**config.mk**
```make
export PLATFORM = sky130hd
export DESIGN_NAME = mcpu_core
export DESIGN_NICKNAME = d
export VERILOG_FILES = /design/src/rtl/mcpu_pkg.sv /design/src/rtl/mcpu_alu.sv /design/src/rtl/mcpu_core.sv
export SDC_FILE = /design/constraint.sdc
export NUM_CORES = 1
export LEC_CHECK = 0
export CORE_UTILIZATION = 30
export CTS_CLUSTER_SIZE = 12
export DETAILED_ROUTE_END_ITERATION = 10
export PLACE_DENSITY = 0.53
export SETUP_SLACK_MARGIN = 0.2
export SLEW_MARGIN = 15
export SYNTH_ARGS = -nofsm -noshare
export SYNTH_HDL_FRONTEND = slang
export SYNTH_HIERARCHICAL = 1
export SYNTH_SLANG_ARGS = --single-unit
```
**constraint.sdc**
```tcl
create_clock -name clk -period 5.9 [get_ports clk]
set_clock_uncertainty 0.1 [all_clocks]
set_input_delay 1.18 -clock clk [delete_from_list [all_inputs] [get_ports clk]]
set_output_delay 1.18 -clock clk [all_outputs]
set_load 0.01 [all_outputs]
```
**src/rtl/mcpu_pkg.sv**
```systemverilog
// Shared opcode constants, FSM state encoding and instruction layout for the mcpu core.
// The optional halt instruction is controlled by the MCPU_HALT_EN macro (see mcpu_core).
package mcpu_pkg;

  localparam logic [3:0] OP_NOP   = 4'd0;
  localparam logic [3:0] OP_LOAD  = 4'd1;
  localparam logic [3:0] OP_STORE = 4'd2;
  localparam logic [3:0] OP_SET   = 4'd3;
  localparam logic [3:0] OP_LT    = 4'd4;
  localparam logic [3:0] OP_EQ    = 4'd5;
  localparam logic [3:0] OP_BEQ   = 4'd6;
  localparam logic [3:0] OP_BNEQ  = 4'd7;
  localparam logic [3:0] OP_ADD   = 4'd8;
  localparam logic [3:0] OP_SUB   = 4'd9;
  localparam logic [3:0] OP_SHL   = 4'd10;
  localparam logic [3:0] OP_SHR   = 4'd11;
  localparam logic [3:0] OP_AND   = 4'd12;
  localparam logic [3:0] OP_OR    = 4'd13;
  localparam logic [3:0] OP_INV   = 4'd14;
  localparam logic [3:0] OP_XOR   = 4'd15;

  localparam logic [2:0] ST_FETCH0 = 3'd0;
  localparam logic [2:0] ST_FETCH1 = 3'd1;
  localparam logic [2:0] ST_EXEC   = 3'd2;
  localparam logic [2:0] ST_MEM    = 3'd3;
  localparam logic [2:0] ST_HALT   = 3'd4;

  localparam logic [3:0] HALT_DEST = 4'hF;

  // Second instruction byte doubles as {arg1,arg2} or an 8-bit constant.
  typedef struct packed {
    logic [3:0] op;
    logic [3:0] dest;
    logic [3:0] arg1;
    logic [3:0] arg2;
  } instr_t;

  function automatic logic is_alu_op(input logic [3:0] op);
    return (op == OP_LT) || (op == OP_EQ) || op[3];
  endfunction

  function automatic logic [7:0] instr_const(input instr_t ir);
    return {ir.arg1, ir.arg2};
  endfunction

endpackage

```
**src/rtl/mcpu_alu.sv**
```systemverilog
// Combinational ALU for the mcpu core: compares, add/sub, shifts and bitwise ops.
module mcpu_alu
  import mcpu_pkg::*;
(
  input  logic [3:0] op,
  input  logic [7:0] a,
  input  logic [7:0] b,
  output logic [7:0] y
);

  // Shift amounts of 8 or more flush the operand completely.
  logic big_shift;
  assign big_shift = (b >= 8'd8);

  always_comb begin
    y = 8'h00;
    case (op)
      OP_LT:   y = {7'd0, (a < b)};
      OP_EQ:   y = {7'd0, (a == b)};
      OP_ADD:  y = a + b;
      OP_SUB:  y = a - b;
      OP_SHL:  y = big_shift ? 8'h00 : (a << b[2:0]);
      OP_SHR:  y = big_shift ? 8'h00 : (a >> b[2:0]);
      OP_AND:  y = a & b;
      OP_OR:   y = a | b;
      OP_INV:  y = ~a;
      OP_XOR:  y = a ^ b;
      default: y = 8'h00;
    endcase
  end

endmodule

```
**src/rtl/mcpu_core.sv**
```systemverilog
// Multi-cycle 8-bit core: two-byte fetch, execute, optional memory cycle on a ready-handshaked bus.
// Define MCPU_HALT_EN to make "NOP r15" (0x0F) stop the core until reset.
module mcpu_core
  import mcpu_pkg::*;
#(
  parameter int                ADDR_W   = 8,
  parameter logic [ADDR_W-1:0] RESET_PC = '0
) (
  input  logic              clk,
  input  logic              rst,
  output logic              read,
  output logic              write,
  output logic [ADDR_W-1:0] address,
  output logic [7:0]        dout,
  input  logic [7:0]        din,
  input  logic              ready,
  output logic              halted
);

  logic [2:0]        state;
  logic [ADDR_W-1:0] pc;
  instr_t            ir;
  logic [7:0]        mem_addr;
  logic [7:0]        regs [16];

  logic [7:0] opa, opb, rd, konst, alu_y, ea;
  logic       is_load, is_store, taken, halt_req;
  logic       reg_we;
  logic [7:0] reg_wd;

  assign opa   = regs[ir.arg1];
  assign opb   = regs[ir.arg2];
  assign rd    = regs[ir.dest];
  assign konst = instr_const(ir);
  assign ea    = opa + {4'd0, ir.arg2};

  assign is_load  = (ir.op == OP_LOAD);
  assign is_store = (ir.op == OP_STORE);
  assign taken    = ((ir.op == OP_BEQ)  && (rd == konst)) ||
                    ((ir.op == OP_BNEQ) && (rd != konst));

`ifdef MCPU_HALT_EN
  assign halt_req = (ir.op == OP_NOP) && (ir.dest == HALT_DEST);
  assign halted   = (state == ST_HALT);
`else
  assign halt_req = 1'b0;
  assign halted   = 1'b0;
`endif

  mcpu_alu u_alu (
    .op (ir.op),
    .a  (opa),
    .b  (opb),
    .y  (alu_y)
  );

  // Sequencer: each bus phase waits for ready; EXEC always finishes in one cycle.
  always_ff @(posedge clk or posedge rst) begin
    if (rst) begin
      state    <= ST_FETCH0;
      pc       <= RESET_PC;
      ir       <= '0;
      mem_addr <= 8'h00;
      dout     <= 8'h00;
    end else begin
      case (state)
        ST_FETCH0: begin
          if (ready) begin
            ir.op   <= din[7:4];
            ir.dest <= din[3:0];
            state   <= ST_FETCH1;
          end
        end
        ST_FETCH1: begin
          if (ready) begin
            ir.arg1 <= din[7:4];
            ir.arg2 <= din[3:0];
            state   <= ST_EXEC;
          end
        end
        ST_EXEC: begin
          pc <= pc + (taken ? ADDR_W'(4) : ADDR_W'(2));
          if (is_load || is_store) begin
            mem_addr <= ea;
            state    <= ST_MEM;
          end else if (halt_req) begin
            state <= ST_HALT;
          end else begin
            state <= ST_FETCH0;
          end
          if (is_store) begin
            dout <= rd;
          end
        end
        ST_MEM: begin
          if (ready) begin
            state <= ST_FETCH0;
          end
        end
        ST_HALT: state <= ST_HALT;
        default: state <= ST_FETCH0;
      endcase
    end
  end

  // The register file is deliberately left unreset; an async reset already
  // parks the FSM in FETCH0, which blocks every write path below.
  always_comb begin
    reg_we = 1'b0;
    reg_wd = alu_y;
    if (state == ST_EXEC) begin
      reg_we = (ir.op == OP_SET) || is_alu_op(ir.op);
      reg_wd = (ir.op == OP_SET) ? konst : alu_y;
    end else if (state == ST_MEM) begin
      reg_we = is_load && ready;
      reg_wd = din;
    end
  end

  always_ff @(posedge clk) begin
    if (reg_we) begin
      regs[ir.dest] <= reg_wd;
    end
  end

  always_comb begin
    address = pc;
    case (state)
      ST_FETCH0: address = pc;
      ST_FETCH1: address = pc + ADDR_W'(1);
      ST_MEM:    address = ADDR_W'(mem_addr);
      default:   address = pc;
    endcase
  end

  assign read  = (state == ST_FETCH0) || (state == ST_FETCH1) ||
                 ((state == ST_MEM) && is_load);
  assign write = (state == ST_MEM) && is_store;

endmodule

```
# Word-level counts from Yosys, hierarchy flattened
# Memory sizes are Yosys's and may differ from the RTL's.
# Cells that the tools add are included.
# totals
n_memories	1
wordCells	82
output_inout_bits	19
ramBits	128
register_bits	43
# op_classes
mux	17
shift	2
add_sub_neg	5
magnitude_cmp	2
n_reduce_logical	18
bitwise_logic	4
n_eq_ne	25
# mem_list
name	words	word_bits	read_ports	rd_ports_with_merged_regs	write_ports	line	text
regs	16	8	3	0	1	mcpu_core.sv:24	logic [7:0] regs [16];
# op_table
op	n
8-bit one-hot mux with 10 select lines	1
8-bit 2-to-1 mux	5
4-bit == test, second input constant	8
4-bit by 3-bit == test with 1-bit output, second input constant	4
8-bit == test	2
8-bit one-hot mux with 2 select lines	1
3-bit one-hot mux with 5 select lines	1
3-bit 2-to-1 mux	4
8-bit by 1-bit adder with 8-bit output, second input constant	1
8-bit by 3-bit adder with 8-bit output	1
8-bit by 4-bit adder with 8-bit output	1
8-bit adder	1
8-bit AND	1
4-bit by 2-bit == test with 1-bit output, second input constant	2
8-bit by 4-bit >= comparator with 1-bit output, second input constant	1
8-bit < comparator	1
8-bit inequality test	1
8-bit NOT	1
8-bit OR	1
2-bit AND reduction	4
8-bit by 3-bit << shifter with 8-bit output	1
8-bit by 3-bit >> shifter with 8-bit output	1
8-bit subtractor	1
8-bit XOR	1
11 further kinds	27

# Logic depth before layout (Yosys ltp)
# depth
ltp_word	7
depth_mapped	16
depth_no_buf	12

# Modules after synthesis
# Netlist, hierarchy kept.
# modules_own_cells
module	area_each_um2	cells_per_inst	seq_area_each_um2	n_inst
mcpu_core	9482.8	611	4894.7	1
mcpu_alu	1781.7	239	0.0	1

# Least setup slack after synthesis
# OpenSTA, ideal clock, no wires.
# synth_path
kind	flip-flop to flip-flop
start	register ir[4] in the netlist's numbering
end	memory regs[0][6] (data pin)
setup_slack_ns	1.373
setup_ns	0.321
n_path_buf	4
t_arrival_ns	4.106
path_stages_with_launch	16
path_cell_list	dfrtp_1 buf_4 buf_4 buf_4 buf_2 mux4_2 mux4_2 ha_1 fa_1 a21o_1 a211o_1 a311oi_2 o41a_1 nand3_1 nand2_1 nand2_1
# synth_between
elab_chain_cells	6
word_cells_on_any_way	15
# synth_lines
element	line	text
start: declaration	mcpu_core.sv:22	instr_t ir;
memory 16 x 8 bit (*)	-	
via opa[0]	mcpu_core.sv:26	logic [7:0] opa, opb, rd, konst, alu_y, ea;
parallel branches: the longest is 2 deep, another holds 8-bit subtractor	-	
8-bit one-hot mux with 10 select lines (*)	mcpu_alu.sv:17	case (op)
via alu_y[6]	mcpu_core.sv:26	
8-bit 2-to-1 mux, on equally long branches	mcpu_core.sv:114, mcpu_core.sv:113	
8-bit 2-to-1 mux (*)	mcpu_core.sv:111	if (state == ST_EXEC) begin
via reg_wd[6]	mcpu_core.sv:29	logic [7:0] reg_wd;
end: declaration	mcpu_core.sv:24	
# Mark *: on every way through the listed nets, which the timed path passes.

# Worst setup path after layout
# layout_path
start	register ir[0] in the netlist's numbering
end	memory regs[8][5] (data pin)
# layout_between
elab_chain_cells	6
word_cells_on_any_way	15
# layout_lines
element	line	text
memory 16 x 8 bit (*)	-	
via opb[2]	mcpu_core.sv:26	
8-bit by 4-bit >= comparator with 1-bit output, or another cell as far along	mcpu_alu.sv:13	assign big_shift = (b >= 8'd8);
8-bit 2-to-1 mux, on equally long branches	mcpu_alu.sv:23, mcpu_alu.sv:22	
8-bit one-hot mux with 10 select lines (*)	mcpu_alu.sv:17	
via alu_y[5]	mcpu_core.sv:26	
8-bit 2-to-1 mux, on equally long branches	mcpu_core.sv:114, mcpu_core.sv:113	
8-bit 2-to-1 mux (*)	mcpu_core.sv:111	
via reg_wd[5]	mcpu_core.sv:29	
# The timed path passes the listed nets; every way through them passes the cells marked *.

==> flow_metrics.py <==
metrics = {
    "logic_synthesis": {
        "ys.flop_type": "edfxtp_1",
        "yosys.area_share.simple_pct": 10.9,
        "yosysUniqueCellTypes": 74,
        "ys_seq_area_share_pct": 43.5,
        "ys_seq_elements": 170,
        "syn_nets": 896,
        "synth_area_per_cell_um2": 13.3,
        "synthAdderAreaFrac_pct": 4.15,
        "synth.area.mux_share_pct": 28.1,
        "async_reset_ff_share_pct": 24.7,
        "synth_compound_area_share_pct": 7.93,
        "synth_edf_count": 128,
        "yosys_warnings": 6,
        "synthCells": 850,
        "synth_top_family_by_area": "multiplexers",
        "synth-xor-area-share_pct": 1.48,
        "netlist_area_um2": 11300,
    },
    "detailed_routing": {
        "wl_per_cell_um": 24.3,
        "drt_iter0_drc": 628,
        "via_count": 7747,
        "viasPerCell": 5.78,
        "drt-pass1-iter-count": 5,
        "drtAntennaViolNets": 0,
        "drcViolationCount": 0,
        "wl_um": 32600,
    },
    "final_layout": {
        "drive_above_1_share_pct": 25.9,
        "layout.nets": 905,
        "antennaDiodeCount": 0,
        "area_growth_pct": 11.7,
        "mostFrequentLayoutCell": "edfxtp_1",
        "final_cell_mix": "edfxtp_1 (128), mux4_2 (111), nand2_1 (82), nor2_1 (41), dfrtp_1 (39)",
    },
    "clocking": {
        "clk_latency_ps": 440,
        "cts_buffers": 17,
        "cts_resized": 0,
        "path_clk_slew_ps": 70,
        "clkSinkCount": 170,
        "post_cts_buffers": 0,
        "cts_tree": "built",
        "htree_levels": 4,
        "clockBufferDepth": 2,
        "hold_buffers": 0,
        "root_buffer": "clkbuf_16",
    },
    "floorplan": {
        "die_h_um": 196,
        "dieArea_um2": 38300,
        "ios": 30,
        "rows": 70,
        "start_util_pct": 30.6,
        "core_um2": 36800,
        "die_width_um": 196,
    },
    "sta": {
        "finalSetupTns_ps": 0,
        "fin_crit_ps": 4950,
        "hold_viol": 0,
        "min_period_over_period_pct": 83.9,
        "tightestPinTransition_ps": 1190,
        "fmax_mhz": 202,
        "setup_viol": 0,
        "drv_slew": 0,
        "slew_headroom_pct": 20.3,
        "rsz0062_at_grt": "no",
    },
    "critical_path": {
        "crit_path_end_kind": "register",
        "cp_max_fo": 18,
        "startpoint": "ir[0]$_DFFE_PP0P_",
        "path_class": "register to register",
        "cp.required_ps": 5810,
        "r2r_start": "ir[0]$_DFFE_PP0P_",
        "start_kind": "register",
        "arrival_ps": 4860,
    },
    "worst_hold_path": {
        "hold_start": "pc[7]$_DFFE_PP0P_",
        "hold_path.class": "register to register",
    },
    "placed_design": {
        "globalplace.congestion": 0.897,
        "dpl.hpwl_um": 23100,
        "numPortBuffers": 28,
    },
    "flow_run": {
        "drv_cap": 0,
    },
    "global_route": {
        "grt_pass1_wl_um": 50100,
        "grt_max_degree": 43,
        "grt_pass1_vias": 7745,
        "antenna_found_initial": 0,
        "grt_overflow_total": 0,
        "grt.total_usage_pct": 17.6,
    },
    "outcome": {
        "status": "finished, final reports clean",
    },
}
through the flow:
stage / hold WS, ps / instances / setup slack [ps] / util [%] / area [µm²]
floorplan: 341 / 850 / 1370 / - / 11300
global placement: 360 / 1308 / 992 / 32.6 / 12000
detailed placement: 364 / 1308 / 946 / 32.6 / 12000
CTS: 375 / 1340 / 919 / 34.2 / 12600
global route: 392 / 1340 / 566 / 34.2 / 12600
finish: 367 / 1340 / 953 / 34.2 / 12600
synth_stat cells (all sizes together), types with 3 or more instances:
cell type / count / area, µm²
and4: 6 / 62.6
inv: 25 / 93.8
o22ai: 5 / 31.3
nand4: 4 / 25.0
dfrtp: 42 / 1050
nor2b: 9 / 56.3
xor2: 7 / 61.3
o31ai: 3 / 22.5
nand3: 15 / 75.1
fa: 4 / 80.1
nor3: 17 / 90.1
mux2: 35 / 394
a22oi: 10 / 75.1
clkbuf: 20 / 75.1
ha: 31 / 388
a21o: 4 / 30.0
nor4b: 4 / 35.0
a221oi: 5 / 43.8
a211oi: 8 / 60.1
and4b: 5 / 50.1
a31oi: 3 / 18.8
and2: 3 / 18.8
nand2b: 15 / 93.8
a211o: 5 / 43.8
o211ai: 5 / 37.5
mux2i: 25 / 250
a22o: 4 / 35.0
nor4: 5 / 50.1
xnor2: 12 / 105
buf: 43 / 270
o21ai: 38 / 190
nand3b: 6 / 45.0
a311oi: 3 / 32.5
a21oi: 22 / 110
nor3b: 7 / 57.6
mux4: 112 / 2530
nor2: 42 / 158
nand2: 82 / 308
edfxtp: 128 / 3840
worst max-delay path, stage by stage (launching register included):
cell and delay, ps:
dfrtp_2 750, buf_4 380, mux4_2 530, mux4_2 690
inv_1 160, ha_1 330, nor2b_1 330, o31ai_1 140
a32oi_1 190, xnor2_1 90, a211o_1 330, nand2_1 70
nand2_1 400
final timing paths:
check                                        to  slack, ps  cells after the start
min reg2reg                   pc[7]$_DFFE_PP0P_        370                      1
max in group asynchronous     ir[4]$_DFFE_PP0P_       3900                      2
max                        regs[8][5]$_DFFE_PP_        950                     12
min                           pc[7]$_DFFE_PP0P_        370                      1
max reg2reg                regs[8][5]$_DFFE_PP_        950                     12
min in group asynchronous     pc[6]$_DFFE_PP0P_       1160                      2
flip-flops by register name, summed over array words and instances, names as in the netlist:
name      flops
pc            7
dout          8
ir           16
regs        128
mem_addr      8
state         3
metal layers:
metal,track usage [%],share of wire [%],vias up
met5,0,0,-
met4,5.67,2.4,0
met3,3.25,5.1,49
met2,29.9,50,318
met1,22.7,42,3986
li1,-,-,3394
cells by family after synthesis:
group / after synthesis
flops: 170
buf+inv: 88
mux: 172
simple gates: 232
xor+xnor: 19
fa+ha+maj: 35
compound gates: 133
other cells: 1
layout make-up:
class / instances / area (µm²)
Fill cell: 3582 / 24200
Multi-Input combinational cell: 592 / 5950
Sequential cell: 170 / 4900
Tap cell: 468 / 586
Timing Repair Buffer: 53 / 468
Clock buffer: 18 / 429
Clock inverter: 14 / 156
Inverter: 25 / 93.8
Power is left out: the tool's default activity adds up to more than one toggle a clock period on the data nets, which glitch-free logic cannot reach.
